--- src/rtl/ascon_pack.sv ---
// Shared Ascon types: the 5x64 permutation state and the serializer FSM
// encoding, plus the load-configuration check used by the serializer.
package ascon_pack;

    localparam int NB_STATE_WORDS = 5;
    localparam int STATE_WORD_W   = 64;

    typedef logic [NB_STATE_WORDS-1:0][STATE_WORD_W-1:0] type_state;

    typedef enum logic {
        IDLE = 1'b0,
        SEND = 1'b1
    } type_ser_fsm;

    // Run must start inside the state and not run past word 4.
    // The sum is taken at 4 bits so first=7,count=7 cannot wrap.
    function automatic logic ser_cfg_ok(
        input logic [2:0] first,
        input logic [2:0] count
    );
        logic [3:0] last_excl;
        last_excl = {1'b0, first} + {1'b0, count};
        return (count != 3'd0)
            && (count <= 3'(NB_STATE_WORDS))
            && (last_excl <= 4'(NB_STATE_WORDS));
    endfunction

endpackage

--- src/rtl/state_serializer.sv ---
// Snapshots an Ascon state on load and streams a run of its 64-bit words
// over a valid/ready interface; reports completion and rejected loads.
module state_serializer
    import ascon_pack::*;
(
    input  logic        clock_i,
    input  logic        resetb_i,
    input  type_state   state_i,
    input  logic        load_i,
    input  logic [2:0]  first_i,
    input  logic [2:0]  count_i,
    output logic [63:0] data_o,
    output logic        valid_o,
    input  logic        ready_i,
    output logic        last_o,
    output logic        busy_o,
    output logic        done_o,
    output logic        err_o
);

    type_ser_fsm fsm_q, fsm_d;
    type_state   snap_q;
    logic [2:0]  idx_q, idx_d;
    logic [2:0]  rem_q, rem_d;
    logic        done_q, done_d;
    logic        err_q, err_d;
    logic        cfg_ok;
    logic        accept;

    assign cfg_ok = ser_cfg_ok(first_i, count_i);
    assign accept = (fsm_q == IDLE) && load_i && cfg_ok;

    // Next-state logic for the FSM, word pointer, remaining count and pulses.
    always_comb begin
        fsm_d  = fsm_q;
        idx_d  = idx_q;
        rem_d  = rem_q;
        done_d = 1'b0;
        err_d  = 1'b0;
        unique case (fsm_q)
            IDLE: begin
                if (load_i) begin
                    if (cfg_ok) begin
                        fsm_d = SEND;
                        idx_d = first_i;
                        rem_d = count_i;
                    end else begin
                        err_d = 1'b1;
                    end
                end
            end
            SEND: begin
                if (ready_i) begin
                    if (rem_q == 3'd1) begin
                        fsm_d  = IDLE;
                        done_d = 1'b1;
                    end else begin
                        idx_d = idx_q + 3'd1;
                        rem_d = rem_q - 3'd1;
                    end
                end
            end
            default: fsm_d = IDLE;
        endcase
    end

    // Control registers; reset aborts any run without a done pulse.
    always_ff @(posedge clock_i or negedge resetb_i) begin
        if (!resetb_i) begin
            fsm_q  <= IDLE;
            idx_q  <= 3'd0;
            rem_q  <= 3'd0;
            done_q <= 1'b0;
            err_q  <= 1'b0;
        end else begin
            fsm_q  <= fsm_d;
            idx_q  <= idx_d;
            rem_q  <= rem_d;
            done_q <= done_d;
            err_q  <= err_d;
        end
    end

    // Snapshot is written only on an accepted load, so the permutation
    // may keep updating state_i while the run is in flight.
    always_ff @(posedge clock_i or negedge resetb_i) begin
        if (!resetb_i) begin
            snap_q <= '0;
        end else if (accept) begin
            snap_q <= state_i;
        end
    end

    // Word mux and stream outputs, all decoded from registers only.
    always_comb begin
        data_o  = '0;
        valid_o = 1'b0;
        last_o  = 1'b0;
        busy_o  = 1'b0;
        if (fsm_q == SEND) begin
            valid_o = 1'b1;
            busy_o  = 1'b1;
            last_o  = (rem_q == 3'd1);
            case (idx_q)
                3'd0:    data_o = snap_q[0];
                3'd1:    data_o = snap_q[1];
                3'd2:    data_o = snap_q[2];
                3'd3:    data_o = snap_q[3];
                3'd4:    data_o = snap_q[4];
                default: data_o = '0;
            endcase
        end
    end

    assign done_o = done_q;
    assign err_o  = err_q;

endmodule

--- config.mk ---
export PLATFORM = sky130hd
export DESIGN_NAME = state_serializer
export DESIGN_NICKNAME = d
export VERILOG_FILES = /design/src/rtl/ascon_pack.sv /design/src/rtl/state_serializer.sv
export SDC_FILE = /design/constraint.sdc
export NUM_CORES = 1
export LEC_CHECK = 0
export ABC_AREA = 1
export BUFFER_PORTS_ARGS = -buffer_cell sky130_fd_sc_hd__buf_2
export CORE_UTILIZATION = 31
export CTS_BUF_LIST = sky130_fd_sc_hd__clkbuf_4
export DETAILED_ROUTE_END_ITERATION = 7
export GPL_ROUTABILITY_DRIVEN = 0
export GPL_TIMING_DRIVEN = 0
export PLACE_DENSITY_LB_ADDON = 0.05
export SKIP_CTS_REPAIR_TIMING = 1
export SYNTH_ARGS = -nofsm -noshare
export SYNTH_HDL_FRONTEND = slang
export SYNTH_SLANG_ARGS = --single-unit
export TNS_END_PERCENT = 10
--- constraint.sdc ---
create_clock -name clock_i -period 1.96 [get_ports clock_i]
set_input_delay 0.098 -clock clock_i [delete_from_list [all_inputs] [get_ports clock_i]]
set_output_delay 0.098 -clock clock_i [all_outputs]
set_load 0.1 [all_outputs]
==> reports/qor.txt <==
Starting Density = 0.314
Synth area leader = dfrtp_1
Area Growth Syn to Fin = 60.5%
IO Pins = 399
DRC = 0
H-tree depth = 3
Placed instance area = 20400 um2
Syn Inst Count = 1958
Top cells by area, synth = dfrtp_1, o21ai_2, nand2_1, inv_1, nand3_1
Reg2reg start = fsm_q$_DFF_PN0_
Min-delay src = state_i[198]
Hold Fails Final Rpt = 0
Post-synth top area share = 0.497
Unrepaired setup endpoints after global routing = true
CTS root buffer = clkbuf_4
Syn Std Cell Area = 16500 um2
Row count = 84
Drt wl/cell = 20.3 um
DRT Pass-1 Iters = 7
Gr usage total = 0.250
Max IR drop VDD = 0.00136 V
Detail-routed via count per cell = 4.75
Clock group share of total power = 0.151
Iteration-0 DRC Markers = 1066
Finished layout cell area = 26600 um2
Clk Latency, worst-skew pair = 0.82 ns
Setup TNS = -78.03 ns
Max-cap violations = 0
CP Cell Sequence = inv_4 -> buf_12 -> buf_12 -> buf_12 -> ha_4 -> clkbuf_16 -> buf_12 -> nand2_2 -> nand4_1 -> a31oi_2 -> nor2_4 -> buf_12
Die width = 233 um
CP max-delay cell = dfrtp_2
Status = finished with violations
Peak per-stage delay on the critical path = 0.42 ns
Largest net degree at the start of global routing = 106
FF-to-FF setup slack = 0.15 ns
WP buf/inv = 7
Post-route ant nets = 0
Measured slew at the worst slew-check pin = 0.679 ns
Hold-critical path depth = 4
Number of global-route vias before repair = 15698
Reg power frac = 0.279
Failing checks = setup timing
Sequential element share of the synthesized area = 0.497
RR Endpoint = snap_q[101]$_DFFE_PN0P_
Tmin final = 3.05 ns
Syn_nets = 2299
Final wirelength = 72900 um
Cts bufs inserted = 97
Final Cycle Share = 1.55
Setup crit end kind = output pin
Clock Pin Slew Worst Setup and Hold Paths = 0.07 ns
Cell Int Power = 0.0223 W
Reg2reg path depth = 5
Crit Path Max Fanout = 5
Endpoints failing setup = 214
Synth cell types = 24
Syn Area/Cell = 8.45 um2
Clock buffer depth = 3
Switching power = 0.0213 W
First-pass GRT wire length = 98400 um
# nets final = 3166
Die area = 54300 um2
Power Dens Cells = 1640 nW/um2
Final Util = 0.505
Hold Path Sink = snap_q[198]$_DFFE_PN0P_
Worst setup SP type = flip-flop
Port buffer count = 398
Sw Share = 0.489
Gate power share = 0.570
Detailed placement HPWL = 48600 um
Seq cells post-synth = 329
Synthesis Warnings = 0
Leakage Power = 13.1 nW
Most used cell, CP = buf_12
Final worst slack = -1.09 ns
CTS sink cnt = 329
Chip Height = 233 um
Fraction of layout instances using a drive strength above 1 = 0.346
Setup CP Type = reg2out
Fin. max-slew vios = 0
Required time worst endpoint = 1.86 ns
Hold Crit Class = in2reg
Crit path max-delay family = buffers and inverters
Fmax = 328 MHz
Layout fillers = 5029
Core ar. = 52700 um2
Final setup skew = 0.0367 ns
Initial antenna violation count = 2
WP data arrival = 2.95 ns
Total number of vias = 17048
Slew HR = 0.547
Overflow after GRT = 0
CTS tree = done
## per-layer routing
metal | wire, um | vias to the layer above | track usage
met3 | 4090 | 126 | 0.0474
met5 | 0 | - | 0
met2 | 35000 | 565 | 0.402
met1 | 32000 | 8252 | 0.341
li1 | - | 8105 | -
met4 | 1810 | 0 | 0.0725
## final cells by class
class                           count  area [um2]  area share
Buffer                            142        1180      0.0444
Tap cell                          688         861      0.0324
Multi-Input combinational cell   1154        7280       0.274
Inverter                          332        1250      0.0470
Clock buffer                      148        1110      0.0418
Sequential cell                   329        8240       0.310
Antenna cell                        5        12.5    0.000471
Clock inverter                     23        87.6     0.00330
Timing Repair Buffer              769        6550       0.246
## sequential cells by signal (all words and copies together), names as in the netlist
name	count
err_o	1
snap_q	320
rem_q	3
done_o	1
fsm_q	1
idx_q	3
## cell usage in the layout (no fill, tap or decap), types with 5 or more instances in the layout
cell type / synthesis / routed
a31oi_2: 0 / 21
nand2_1: 413 / 396
nor2_1: 28 / 5
o21ai_1: 90 / 90
clkbuf_2: 0 / 13
dlygate4sd3_1: 0 / 356
clkinv_1: 0 / 20
nor2_4: 0 / 23
buf_4: 15 / 30
inv_1: 332 / 330
buf_12: 0 / 45
buf_8: 0 / 7
nand4_1: 22 / 22
diode_2: 0 / 5
ha_1: 10 / 7
and3_1: 42 / 42
dfrtp_1: 329 / 327
clkbuf_4: 0 / 163
buf_2: 30 / 356
a31oi_4: 0 / 43
o21ai_0: 37 / 37
o21ai_2: 200 / 200
nand2_2: 1 / 15
buf_6: 27 / 63
nand3_1: 241 / 241
clkbuf_1: 58 / 16
## Yosys cell counts
cell type  instances
nand2_2            1
o21ai_0           37
nor2_2             1
nor2_1            28
o21ai_2          200
nand4_1           22
buf_4             15
nand2_1          413
inv_1            332
ha_1              10
clkbuf_1          58
and3_1            42
a21oi_1            1
buf_1             13
fa_1               1
nand3b_1           1
dfrtp_1          329
nand3_1          241
buf_2             30
a21boi_0           1
buf_6             27
o21ai_1           90
a31oi_1           64
nand3_2            1
## power by group through the flow
stage               Clock (W)  Combinational [W]  Sequential [W]
floorplan                   0             0.0160          0.0117
global placement            0             0.0208          0.0121
detailed placement          0             0.0210          0.0121
CTS                   0.00683             0.0211          0.0120
global route          0.00716             0.0264          0.0126
finish                0.00661             0.0249          0.0122
## cell families after synthesis
group                    count (synthesis)  share of synthesized area
buffers and inverters                  475                      0.126
AND/OR/NAND/NOR                        750                      0.199
adder cells (fa/ha/maj)                 11                    0.00877
AO/OA/AOI/OAI                          393                      0.169
flip-flops                             329                      0.497
## how the worst max path moves through the flow
stage                               from  slack [ns]         endpoint  cells after the start
global route        idx_q[2]$_DFFE_PN0P_       -1.21       data_o[39]                      7
global placement                resetb_i       -7.46  fsm_q$_DFF_PN0_                      1
detailed placement  idx_q[0]$_DFFE_PN0P_       -0.89        data_o[8]                      7
CTS                 idx_q[0]$_DFFE_PN0P_       -1.86        data_o[8]                      7
finish              idx_q[2]$_DFFE_PN0P_       -1.09       data_o[57]                     12
floorplan           idx_q[2]$_DFFE_PN0P_       -0.04       data_o[41]                     11
## worst min-delay path, cell delays in order
cell and delay, ns:
dlygate4sd3_1 0.52, buf_2 0.09, inv_1 0.04, o21ai_2 0.11
## metrics by stage
step,std cells,setup WS [ns],total power (W),hold WS [ns]
after floorplan,1958,-0.0386,0.0276,-0.198
after global placement,3044,-7.46,0.0329,0.346
after detailed placement,3047,-0.894,0.0331,0.0770
after CTS,3218,-1.86,0.0400,-0.869
after global routing,3590,-1.21,0.0461,-0.0314
final,3590,-1.09,0.0437,0.0354
Power figures use the tool's default switching activity.
